--- src/rtl/cpu_pipeline_ctrl.sv ---
// rtl/cpu_pipeline_ctrl.sv - fetch/decode/execute sequencing controller
//
// Purpose: steps one instruction at a time through FETCH, DECODE and EXECUTE,
// tracks the program counter and retired-instruction count, and parks in
// HALTED at instruction boundaries while halt is held.
//
// Ports:
//   clk, reset            clock, synchronous active-high reset
//   halt                  stop at the next instruction boundary
//   mem_req/mem_addr      fetch request and word-aligned address
//   mem_ready/mem_rdata   fetch completion and instruction word
//   dec_enable/dec_IR     one-cycle decoder strobe and instruction word
//   exec_start            one-cycle pulse on the first EXECUTE cycle
//   exec_done             execute finished (honoured only in EXECUTE)
//   branch_taken/_target  redirect qualifiers sampled with exec_done
//   pc/pc_plus8           address in flight and its R15-visible value
//   instr_count           retired-instruction counter (wraps)
//   halted                high while in HALTED

module cpu_pipeline_ctrl #(
  parameter logic [31:0] RESET_VECTOR = 32'h0000_0000
) (
  input  logic        clk,
  input  logic        reset,
  input  logic        halt,
  output logic        mem_req,
  output logic [31:0] mem_addr,
  input  logic        mem_ready,
  input  logic [31:0] mem_rdata,
  output logic        dec_enable,
  output logic [31:0] dec_IR,
  output logic        exec_start,
  input  logic        exec_done,
  input  logic        branch_taken,
  input  logic [31:0] branch_target,
  output logic [31:0] pc,
  output logic [31:0] pc_plus8,
  output logic [31:0] instr_count,
  output logic        halted
);

  typedef enum logic [2:0] {
    S_IDLE    = 3'd0,
    S_FETCH   = 3'd1,
    S_DECODE  = 3'd2,
    S_EXECUTE = 3'd3,
    S_HALTED  = 3'd4
  } state_t;

  state_t      state_q, state_d;
  logic [31:0] pc_q, pc_d;
  logic [31:0] ir_q, ir_d;
  logic [31:0] instr_count_q, instr_count_d;
  logic        exec_first_q, exec_first_d;

  // State register
  always_ff @(posedge clk) begin
    if (reset) begin
      state_q       <= S_IDLE;
      pc_q          <= RESET_VECTOR;
      ir_q          <= 32'h0;
      instr_count_q <= 32'h0;
      exec_first_q  <= 1'b0;
    end else begin
      state_q       <= state_d;
      pc_q          <= pc_d;
      ir_q          <= ir_d;
      instr_count_q <= instr_count_d;
      exec_first_q  <= exec_first_d;
    end
  end

  // Next-state and datapath update
  always_comb begin
    state_d       = state_q;
    pc_d          = pc_q;
    ir_d          = ir_q;
    instr_count_d = instr_count_q;
    // EXECUTE is only ever entered from DECODE, so being in DECODE now
    // marks the next cycle as the first EXECUTE cycle.
    exec_first_d  = (state_q == S_DECODE);

    case (state_q)
      S_IDLE: begin
        state_d = halt ? S_HALTED : S_FETCH;
      end
      S_FETCH: begin
        if (mem_ready) begin
          ir_d    = mem_rdata;
          state_d = S_DECODE;
        end
      end
      S_DECODE: begin
        state_d = S_EXECUTE;
      end
      S_EXECUTE: begin
        if (exec_done) begin
          instr_count_d = instr_count_q + 32'd1;
          // Branch targets are forced word aligned; low bits are discarded.
          pc_d          = branch_taken ? (branch_target & 32'hFFFF_FFFC)
                                       : (pc_q + 32'd4);
          state_d       = halt ? S_HALTED : S_FETCH;
        end
      end
      S_HALTED: begin
        if (!halt) state_d = S_FETCH;
      end
      default: begin
        state_d = S_IDLE;
      end
    endcase
  end

  // Outputs decoded from the current state only
  always_comb begin
    mem_req     = (state_q == S_FETCH);
    dec_enable  = (state_q == S_DECODE);
    exec_start  = (state_q == S_EXECUTE) && exec_first_q;
    halted      = (state_q == S_HALTED);
    mem_addr    = pc_q;
    dec_IR      = ir_q;
    pc          = pc_q;
    pc_plus8    = pc_q + 32'd8;
    instr_count = instr_count_q;
  end

endmodule

--- config.mk ---
export PLATFORM = sky130hd
export DESIGN_NAME = cpu_pipeline_ctrl
export DESIGN_NICKNAME = d
export VERILOG_FILES = /design/src/rtl/cpu_pipeline_ctrl.sv
export SDC_FILE = /design/constraint.sdc
export NUM_CORES = 1
export LEC_CHECK = 0
export ABC_CLOCK_PERIOD_IN_PS = 2370
export BUFFER_PORTS_ARGS = -buffer_cell sky130_fd_sc_hd__buf_4
export CAP_MARGIN = 25
export CORE_MARGIN = 1
export CORE_UTILIZATION = 45
export CTS_BUF_LIST = sky130_fd_sc_hd__clkbuf_8
export CTS_CLUSTER_SIZE = 12
export DETAILED_ROUTE_END_ITERATION = 7
export PLACE_DENSITY_LB_ADDON = 0.25
export SETUP_SLACK_MARGIN = 0.2
export SLEW_MARGIN = 10
export SYNTH_ARGS = -nofsm -noshare
export SYNTH_HDL_FRONTEND = slang
export SYNTH_SLANG_ARGS = --single-unit
export TNS_END_PERCENT = 30
--- constraint.sdc ---
create_clock -name clk -period 2.37 [get_ports clk]
set_clock_uncertainty 0.1 [all_clocks]
set_input_delay 0.5925 -clock clk [delete_from_list [all_inputs] [get_ports clk]]
set_output_delay 0.5925 -clock clk [all_outputs]
set_load 0.01 [all_outputs]
---- Word level (Yosys, flattened, before mapping) ----
Cells that the tools add are included.
storage, ports and cells
  bits in registers ....................... 100
  input port bits ......................... 70
  output and inout port bits .............. 164
  word-level logic and storage cells ...... 26
cells by class
  add/subtract/negate cells ............... 3
  equality and inequality tests ........... 7
  multiplexer cells ....................... 6
  reductions and logical operators ........ 5
operator list
  operator                                       number
  adder 32 x 1 -> 32 bit, second input constant  1
  adder 32 x 3 -> 32 bit, second input constant  1
  adder 32 x 4 -> 32 bit, second input constant  1
  two-way mux 32 bit                             1
  one-hot mux 3 bit (5 select lines)             1
  two-way mux 3 bit                              4
  == test 3 x 2 -> 1 bit, second input constant  2
  != test 2 bit, second input constant           2
  AND reduction 2 bit                            2
  == test 3 x 1 -> 1 bit, second input constant  1
  == test 3 bit, second input constant           1
  logical NOT 3 bit                              1
  AND reduction 3 bit                            1
  != test 2 x 1 -> 1 bit, second input constant  1
  logical AND 1 bit                              1

---- Logic depth before layout (Yosys ltp) ----
Gate-level depths: netlist of the first run.
  depth in word-level cells ............... 3
  gate-level depth with buffers ........... 7
  mapped depth without buffers ............ 6

---- Least setup slack after synthesis of the first run ----
OpenSTA, ideal clock, no wires.
  path kind ............................... reg2out
  from .................................... register pc_q[4] (netlist: mem_addr[4])
  to ...................................... output port pc_plus8[29]
  arrival ................................. 1938 ps
  required time ........................... 1678 ps
  slack ................................... -260 ps
  cell stages (with the launch flop) ...... 7
  buffers on the path ..................... 0
  cells stage by stage .................... dfxtp_1 -> ha_1 -> nand3_1 -> or4_4 -> nor2b_4 -> nand3_1 -> xnor2_1
between the ends
  word-level cells in the longest chain between the ends .. 1
RTL lines
  what                      RTL line  text
  start: declaration        51        logic [31:0] pc_q, pc_d;
  start signal: assignment  66        pc_q <= pc_d;
  adder 32 x 4 -> 32 bit    123       pc_plus8 = pc_q + 32'd8;
  end: declaration          37        output logic [31:0] pc_plus8,
Every way passes these cells.

---- Worst setup path after layout of the first run ----
  from .................................... register pc_q[3] (netlist: mem_addr[3])
  to ...................................... output port pc_plus8[19]
Same word-level chain as after synthesis.

==> results of run 1 <==
==> logic make-up (layout without fill, tap and decap cells) <==
group | Yosys count | after routing | share of synthesized area, %
buf+inv | 95 | 320 | 9.63
xor+xnor | 57 | 57 | 9.08
compound gates | 121 | 121 | 13.2
simple gates | 319 | 319 | 30.6
fa+ha+maj | 3 | 3 | 0.683
other cells | 1 | 6 | 0.0682
mux | 5 | 5 | 1.00
flops | 98 | 98 | 35.7
==> per-stage QoR <==
| stage | setup slack [ns] | total power (µW) | hold slack, ns | util [%] | std cells |
|---|---|---|---|---|---|
| global route | -0.469 | 3360 | 0.339 | 66.6 | 1076 |
| finish | -0.391 | 3230 | 0.357 | 66.6 | 1076 |
| global placement | -0.0275 | 2060 | 0.343 | 62.6 | 1050 |
| CTS | -0.411 | 3260 | 0.337 | 64.9 | 1068 |
| floorplan | 0.0258 | 1900 | 0.372 | - | 704 |
| detailed placement | -0.0447 | 2070 | 0.349 | 62.6 | 1050 |
==> final cells by class <==
class / count / share of cell area [%]
multi-input combinational: 511 / 41.1
tap: 147 / 2.31
sequential: 98 / 24.9
timing repair buffer: 299 / 28.7
inverter: 5 / 0.236
clock inverter: 7 / 1.18
clock buffer: 9 / 1.56
==> worst register-to-register path, cell delays in order, from the launching register on <==
cell and delay [ns]:
dfxtp_4 0.38, ha_4 0.15, buf_4 0.13, nand4_2 0.26, nor4_4 0.45, nand4_1 0.17, mux2_4 0.33, a211oi_2 0.18
==> flip-flops by register name (all words and copies together), names as in the netlist <==
signal        count
dec_IR           32
instr_count      32
mem_addr         30
state_q           3
exec_first_q      1
==> cells in the final DEF, fill, tap and decap left out, types with 3 or more instances in the layout <==
cell and count:
buf_4 292, nand2_1 114, dfxtp_1 89, nor2_1 57, a21oi_1 56, xor2_1 30
nand3_1 23, nand4_1 21, o21ai_0 19, xnor2_1 17, nor3_1 12, a31oi_1 10
and3_1 10, and4_1 10, xnor2_2 9, clkbuf_8 9, nand3_2 8, nor4_1 7
inv_1 7, a211oi_1 7, conb_1 6, dfxtp_2 6, nor4_4 5, o31ai_1 5
a22oi_1 5, and2_1 5, buf_6 5, mux2i_1 4, a21o_1 4, and3_4 4
nand2b_1 3, nand4b_1 3, nor3b_1 3, nand3_4 3, nor2_4 3, dfxtp_4 3
==> what timing repair did <==
action | 4_1_cts | 5_1_grt
resized for setup | 12 | 29
setup endpoints to repair | 24 | 41
pin swaps | 9 | 9
setup buffers | 2 | 8
==> power by group <==
group          internal [µW]  switching, µW
Clock                    595            598
Sequential              1670           20.5
Combinational            171            170
Total                   2440            788
==> metal layers <==
layer	vias up	wire length (µm)
met5	-	0
met4	0	352
met3	28	848
met2	229	8070
met1	2736	7050
li1	2830	-
==> path summary, 6_finish.rpt <==
| check | startpoint | to | slack [ns] | depth (start not counted) |
|---|---|---|---|---|
| setup reg to reg | mem_addr[3] | mem_addr[29] | 0.15 | 7 |
| hold / removal | dec_IR[7] | dec_IR[7] | 0.36 | 2 |
| hold reg to reg | dec_IR[7] | dec_IR[7] | 0.36 | 2 |
| setup / recovery | mem_addr[3] | pc_plus8[19] | -0.39 | 7 |
==> run summary, run 1 <==
Top post-synthesis cells by count = nand2_1, dfxtp_1, nor2_1
Post-Syn Area = 0.00550 mm²
Total Routing Usage GR = 24.9%
Skew-Pair Late Insertion Delay = 0.37 ns
CTS HTree Levels = 3
Setup violators final = 24
Yosys cell types = 64
Nets = 997
Max Buffers Root-to-Sink = 2
Post-synth EDFFs = 0
Hold-fix buffers, CTS = 0
Area taken by multi-input logic gates = 0.00327 mm²
Tmin final = 2.76 ns
Setup ws final = -0.391 ns
Seq cells post-synth = 98
Design area = 0.00796 mm²
Cells along the critical path = ha_4, nand3_4, or4_4, buf_4, nor2_4, xor2_2, buf_4
Cell taking the most area after synthesis = dfxtp_1
Class of the worst hold path = flip-flop to flip-flop
TritonCTS buffer count = 9
RD Place Congestion = 0.875
Via Count = 5,823
Worst Path Arrival = 2.07 ns
Mapped Avg Cell Area = 7.87 µm²
Core area = 0.0120 mm²
Grt met1 use = 31.1%
Clock Sink Count = 98
Initial antenna violation count = 0
Fin. max-slew vios = 0
Share of cells above drive strength 1 = 41.1%
Achievable Freq = 0.362 GHz
Iter 0 DRT Violations = 352
Synth top area cells = dfxtp_1, nand2_1, buf_4, a21oi_1, xor2_1
Die Wd = 113 µm
CP delay by family, top = simple AND/OR/NAND/NOR gates
Die height = 113 µm
Register Area = 0.00198 mm²
Yosys top cell area share = 35.7%
I/O Pins = 234
Detailed Place HPWL = 11.8 mm
Worst Path Max Fanout = 3
Pleak = 0.00358 µW
Syn. warnings = 0
Grt met2 use = 42.8%
Crit path max-delay cell type = or4_4
Sequential share of the synthesized area = 35.7%
Inserted Diodes = 0
Final wirelength = 16.3 mm
Cell mode on critical path = buf_4
Max_slew headroom = 65.2%
RSZ-0062 raised after global routing = true
Critical path buffer and inverter count = 2
Ys flop type = dfxtp_1
Worst slew pin tran = 0.519 ns
Clock Pin Slew Worst Setup and Hold Paths = 0.10 ns
Setup Total Neg Slack = -5.38 ns
Layout area overhead = 44.8%
Row count = 40
Root Driver = clkbuf_8
Vias in the first global route = 5,392
Pin count of the biggest net entering global routing = 42
CTS tree = built
Most used routing layer = met2
GRT Residual Overflow = 0
PD cells = 405 mW/mm²
Placed cell areas = 0.00749 mm²
Max-cap viol count = 0
Global-route wire length before repair = 25.7 mm
Worst vdd ir = 0.000377 V
Initial Utilization = 46.0%
Final period utilization = 117%
CP startpoint kind = flip-flop
Most common cell in the netlist = nand2_1
Mapped Cells = 699
Failing checks = negative setup slack
DRC Markers = 0
WL per Instance = 15.2 µm
Worst Setup End Kind = output pin
Fillers = 993
Die ar. = 0.0127 mm²
Met3 Use GR = 4.00%
Hold Vio Cnt, Final = 0
Status = finished with violations
Async set-reset flop share out of synthesis = 0%
Vias per cell = 5.41
Crit Path Class = flip-flop to output pin
Detail Route Antenna Nets = 0
Max incr delay on CP = 0.53 ns
CP Data Required Time = 1.68 ns
TritonRoute pass-1 iters = 5
Port bufs = 225
No activity file was read; power rests on OpenSTA's default activity.
==> run 2, diff against run 1 <==
Settings changed: REMOVE_ABC_BUFFERS set to 1.
==> run 2 against run 1 <==
The run still ends with negative setup slack left; die area is the same; largest power group unchanged; clock-buffer cell count is the same; flip-flop and latch count is the same; global-route usage shrank 0.73 points; first-iteration DRC count shrank 15%; wire length shrank 0.15%; sequential power is essentially flat; power shrank 6.7%; worst hold slack gained 0.0029 ns; largest cell class unchanged; critical path type unchanged; final cell count shrank 0.46%; clock power shrank 18%.
==> run summary, run 2 (synthesis gave the netlist of run 1 again) <==
Status = finished with violations
Failing checks = negative setup slack
Pin count of the biggest net entering global routing = 48 (+14%)
Share of cells above drive strength 1 = 40.7% (-0.43 points)
Max_slew headroom = 61.6% (-3.6 points)
Clock Pin Slew Worst Setup and Hold Paths = 0.09 ns (about the same)
Nets = 993 (-0.40%)
CTS HTree Levels = 3 (unchanged)
Port bufs = 225 (unchanged)
Total power = 3010 µW (-6.7%)
Global-route wire length before repair = 25.2 mm (-2.2%)
Placed cell areas = 0.00734 mm² (-2.0%)
Pleak = 0.00352 µW (-1.5%)
Inserted Diodes = 0 (unchanged)
CP startpoint kind = flip-flop
Worst Path Max Fanout = 3 (unchanged)
Tmin final = 2.85 ns (+0.0934 ns)
Final period utilization = 120% (+3.9 points)
CP delay by family, top = simple AND/OR/NAND/NOR gates
Max incr delay on CP = 0.57 ns (+0.04 ns)
Most frequent cells in the layout = buf_4, nand2_1, dfxtp_1
Setup ws final = -0.485 ns (-0.0934 ns)
Worst Path Arrival = 2.16 ns (+0.09 ns)
Detail Route Antenna Nets = 0 (unchanged)
Crit Path Class = flip-flop to output pin
Setup Total Neg Slack = -6.25 ns (-0.865 ns)
Die height = 113 µm (unchanged)
Clock Sink Count = 98 (unchanged)
CP Data Required Time = 1.68 ns (about the same)
Hold Slack = 0.360 ns (+0.00292 ns)
PD cells = 382 mW/mm² (-5.7%)
Max Buffers Root-to-Sink = 2 (unchanged)
Crit path max-delay cell type = or4_4
Iter 0 DRT Violations = 300 (-15%)
Vias per cell = 5.42 (+0.10%)
Vias in the first global route = 5,212 (-3.3%)
GRT Residual Overflow = 0 (unchanged)
Initial antenna violation count = 0 (unchanged)
Total Routing Usage GR = 24.2% (-0.73 points)
Via Count = 5,802 (-0.36%)
RD Place Congestion = 0.836 (-4.5%)
WL per Instance = 15.2 µm (+0.31%)
Worst Setup End Kind = output pin
DRC Markers = 0 (unchanged)
Final wirelength = 16.3 mm (-0.15%)
TritonRoute pass-1 iters = 5 (unchanged)
Core area = 0.0120 mm² (unchanged)
I/O Pins = 234 (unchanged)
Critical path buffer and inverter count = 1 (-1)
Die Wd = 113 µm (unchanged)
Layout area overhead = 43.3%
Class of the worst hold path = flip-flop to flip-flop
Root Driver = clkbuf_8
Area taken by multi-input logic gates = 0.00328 mm² (+0.19%)
Fillers = 1,030 (+3.7%)
TritonCTS buffer count = 9 (unchanged)
Hold Vio Cnt, Final = 0 (unchanged)
Die ar. = 0.0127 mm² (unchanged)
RSZ-0062 raised after global routing = true
Design area = 0.00788 mm² (-1.1%)
Detailed Place HPWL = 11.7 mm (-1.1%)
Worst slew pin tran = 0.576 ns (+0.0577 ns)
Initial Utilization = 46.0% (unchanged)
Setup violators final = 22 (-8.3%)
Register Area = 0.00198 mm² (-0.13%)
Most common cell after layout, fill and taps aside = buf_4
Max-cap viol count = 0 (unchanged)
Worst vdd ir = 0.000204 V (-46%)
CTS tree = built
Skew-Pair Late Insertion Delay = 0.36 ns (about the same)
Cells along the critical path = ha_4, nand3_4, or4_4, nor2b_4, nand3_2, xnor2_2, buf_4
Layout Utilization = 65.9% (-0.70 points)
Fin. max-slew vios = 0 (unchanged)
Row count = 40 (unchanged)
Achievable Freq = 0.350 GHz (-3.3%)
==> run 2: cell count changes in the layout (fill, tap and decap cells not counted), moves of 2 or more <==
| cell | delta |
|---|---|
| nand3_2 | -5 |
| nor2_4 | -2 |
| nand3_4 | +3 |
| nand2_1 | -2 |
| nand3_1 | +2 |
| bufinv_16 | -2 |
| buf_4 | -4 |
==> run 2: metrics by stage <==
step	setup WS (ns)	instances
2_1_floorplan	-0.666	614
3_3_place_gp	-0.0637	1046
3_5_place_dp	-0.110	1046
4_1_cts	-0.444	1062
5_1_grt	-0.557	1071
6_report	-0.485	1071
==> run 2: cell type report <==
cell class                 count  share of cell area (%)
clock inverter                 6                   0.572
multi-input combinational    511                    41.6
timing repair buffer         295                    28.6
tap                          147                    2.33
clock buffer                   9                    1.57
sequential                    98                    25.1
inverter                       5                   0.238
==> run 2: report_power, final <==
part / internal, µW / leakage [µW] / switching [µW]
clock network: 382 / 0.0000884 / 597
registers: 1670 / 0.000797 / 24.5
logic: 168 / 0.00264 / 167
==> run 2: worst reg2reg max path, cell delays in order (launching register included) <==
cell and delay (ns):
dfxtp_2 0.36, buf_4 0.12, buf_6 0.09, buf_4 0.14, ha_4 0.16, nand3_4 0.11
or4_4 0.47, o41ai_1 0.38, nand2_1 0.12, a21oi_1 0.15
==> run 2: metal layers <==
metal  vias to the layer above  global-route usage [%]  share of wire [%]
met4                         0                    7.29                1.8
met3                        25                    3.51                5.7
li1                       2819                       -                  -
met2                       231                    42.5                 51
met1                      2727                    30.6                 42
met5                         -                       0                  0
==> run 2: worst paths after layout <==
| check | startpoint | slack [ns] | endpoint | depth (start not counted) |
|---|---|---|---|---|
| worst max-delay path | mem_addr[3] | -0.48 | pc_plus8[29] | 7 |
| worst min-delay path | dec_IR[23] | 0.36 | dec_IR[23] | 2 |
| worst max register to register | mem_addr[3] | 0.11 | mem_addr[16] | 9 |
| worst min register to register | dec_IR[23] | 0.36 | dec_IR[23] | 2 |
==> run 2: what timing repair did <==
action                     4_1_cts  5_1_grt
hold buffers                     0        0
setup endpoints to repair       27       44
cloned                           0        0
gates resized for setup         19       47
pin swaps                        8       25
hold endpoints to repair         0        0
setup buffers                    1        9
==> run 3, diff against run 2 <==
Settings changed: ABC_AREA set to 1, CORE_UTILIZATION 45 to 46.
==> run 3 against run 2 <==
The run still ends with negative setup slack left; via count increased by 17%; combinational power rose to 2.8 times the previous value; worst hold slack better by 0.0027 ns; sequential share of layout area is 1.4 points lower; clock power up 8%; die area up 7.9%; first-iteration DRC count increased by 70%.
==> run summary, run 3 <==
Status = finished with violations
Failing checks = negative setup slack
Inserted Diodes = 0 (unchanged)
Vias in the first global route = 5,984 (+15%)
TritonRoute pass-1 iters = 6 (+1)
Syn. warnings = 0 (unchanged)
Hold Vio Cnt, Final = 0 (unchanged)
Yosys top cell area share = 32.3% (-3.4 points)
Max incr delay on CP = 0.37 ns (-0.20 ns)
WL per Instance = 13.2 µm (-13%)
Die height = 117 µm (+3.9%)
CP Data Required Time = 1.68 ns (about the same)
Layout area overhead = 38.9%
Hold Startpoint = dec_IR[25]
Mapped Cells = 966 (+38%)
Cell mode on critical path = nor2_4
Skew-Pair Late Insertion Delay = 0.39 ns (+0.03 ns)
Final period utilization = 107% (-13 points)
Iter 0 DRT Violations = 510 (+70%)
GRT Residual Overflow = 0 (unchanged)
Worst vdd ir = 0.000542 V (+170%)
Hold Slack = 0.363 ns (+0.00268 ns)
Yosys cell types = 43 (-33%)
Fin. max-slew vios = 0 (unchanged)
Async set-reset flop share out of synthesis = 0% (unchanged)
Core area = 0.0127 mm² (+6.4%)
Row count = 41 (+2.5%)
Cells along the critical path = ha_4, inv_2, nor2_4, buf_6, nand2_4, nor2_4, nand2_2, xor2_1, buf_4
Worst Path Max Fanout = 3 (unchanged)
Vias per cell = 4.98 (-8.1%)
Die Wd = 117 µm (+3.9%)
Total Routing Usage GR = 26.4% (+2.3 points)
Ys flop type = dfxtp_1
Most frequent cells in the layout = nand2_1, buf_4, nor2_1
RSZ-0062 raised after global routing = true
Max-cap viol count = 0 (unchanged)
Crit Path Class = flip-flop to output pin
Pin count of the biggest net entering global routing = 53 (+10%)
Top post-synthesis cells by count = nand2_1, nor2_1, dfxtp_1
Class of the worst hold path = flip-flop to flip-flop
Most common cell after layout, fill and taps aside = nand2_1
Global-route wire length before repair = 28.4 mm (+13%)
Sequential share of the synthesized area = 32.3% (-3.4 points)
CTS HTree Levels = 3 (unchanged)
Crit. Startpoint = mem_addr[3]
CP startpoint kind = flip-flop
Worst Setup End Kind = output pin
Cell taking the most area after synthesis = dfxtp_1
Detail Route Antenna Nets = 0 (unchanged)
Port bufs = 225 (unchanged)
Synth top area cells = dfxtp_1, nand2_1, nor2_1, a21oi_1, nand3_1
Via Count = 6,796 (+17%)
Reg2reg start = mem_addr[3]
Max Buffers Root-to-Sink = 2 (unchanged)
Detailed Place HPWL = 13.1 mm (+12%)
Initial antenna violation count = 0 (unchanged)
RD Place Congestion = 0.899 (+7.6%)
Setup Total Neg Slack = -1.57 ns (+4.68 ns)
Die ar. = 0.0137 mm² (+7.9%)
Root Driver = clkbuf_8
Post-synth EDFFs = 0 (unchanged)
I/O Pins = 234 (unchanged)
Hold-fix buffers, CTS = 0 (unchanged)
CTS tree = built
Nets = 1,261 (+27%)
Seq cells post-synth = 98 (unchanged)
Final wirelength = 18.1 mm (+11%)
Max_slew headroom = 60.9% (-0.68 points)
Most common cell in the netlist = nand2_1
PD cells = 451 mW/mm² (+18%)
Worst slew pin tran = 0.587 ns (+0.0102 ns)
Mapped Avg Cell Area = 6.29 µm² (-20%)
Post-Syn Area = 0.00607 mm² (+10%)
TritonCTS buffer count = 9 (unchanged)
Clock Pin Slew Worst Setup and Hold Paths = 0.10 ns (about the same)
Fillers = 1,152 (+12%)
Layout Utilization = 66.3% (+0.42 points)
Achievable Freq = 0.394 GHz (+13%)
Crit path max-delay cell type = dfxtp_4
Tmin final = 2.54 ns (-0.318 ns)
Initial Utilization = 47.7% (+1.8 points)
Setup violators final = 15 (-32%)
Setup ws final = -0.167 ns (+0.318 ns)
Share of cells above drive strength 1 = 31.9% (-8.8 points)
Clock Sink Count = 98 (unchanged)
Worst Path Arrival = 1.84 ns (-0.32 ns)
DRC Markers = 0 (unchanged)
Pleak = 0.00363 µW (+3.2%)
-- run 3: final timing paths --
path	endpoint	slack (ns)	depth (start not counted)
worst max-delay path	pc_plus8[29]	-0.17	9
worst min-delay path	dec_IR[25]	0.36	2
worst min register to register	dec_IR[25]	0.36	2
worst max register to register	mem_addr[26]	0.23	13
-- run 3: critical path, delay by kind of cell, from the launching register on --
kind / cells / cell delay (ns)
xor+xnor: 1 / 0.16
flops: 1 / 0.37
simple gates: 4 / 0.49
buf+inv: 3 / 0.31
fa+ha+maj: 1 / 0.14
-- run 3: layer usage --
layer / wire length (µm) / global-route usage (%) / vias up / part of all wire, %
met5: 0 / 0 / - / 0
li1: - / - / 3467 / -
met3: 1010 / 3.86 / 33 / 5.6
met4: 519 / 12.7 / 0 / 2.9
met1: 7630 / 32.5 / 3077 / 42
met2: 8920 / 45.4 / 219 / 49
-- run 3: layout make-up --
cell class	instances	area, µm²	share of cell area [%]
well taps	172	215	2.55
repair buffers	279	2150	25.5
multi-input cells	728	3600	42.7
inverters	72	274	3.25
flip-flops and latches	98	2000	23.8
clock buffers	11	151	1.80
clock inverters	5	38.8	0.460
-- run 3: report_power, final --
| group | leakage, µW | internal (µW) | total, µW | switching (µW) |
|---|---|---|---|---|
| combinational | 0.00273 | 413 | 925 | 512 |
| sequential | 0.000804 | 1740 | 1820 | 73.7 |
| clock | 0.0000955 | 443 | 1060 | 621 |
| total | 0.00363 | 2600 | 3810 | 1210 |
-- run 3: logic make-up after synthesis --
kind of cell	Yosys count	share of synthesized area, %
other cells	1	0.0618
buf+inv	145	11.5
fa+ha+maj	3	0.618
compound gates	130	11.3
flops	98	32.3
xor+xnor	33	4.76
simple gates	556	39.5
-- run 3: stage by stage --
step / std cells / setup slack (ns) / total power, µW / area, µm²
after global routing: 1365 / -0.284 / 4030 / 8430
after detailed placement: 1332 / 0.0605 / 2770 / 7890
after floorplan: 898 / 0.0353 / 2300 / 5670
final: 1365 / -0.167 / 3810 / 8430
after global placement: 1332 / 0.103 / 2760 / 7890
after CTS: 1357 / -0.200 / 3830 / 8280
-- run 3: what timing repair did --
item,CTS,global route
resized for setup,47,29
pin swaps,12,16
gates cloned,0,0
setup buffers,9,8
endpoints found under the setup margin,26,26
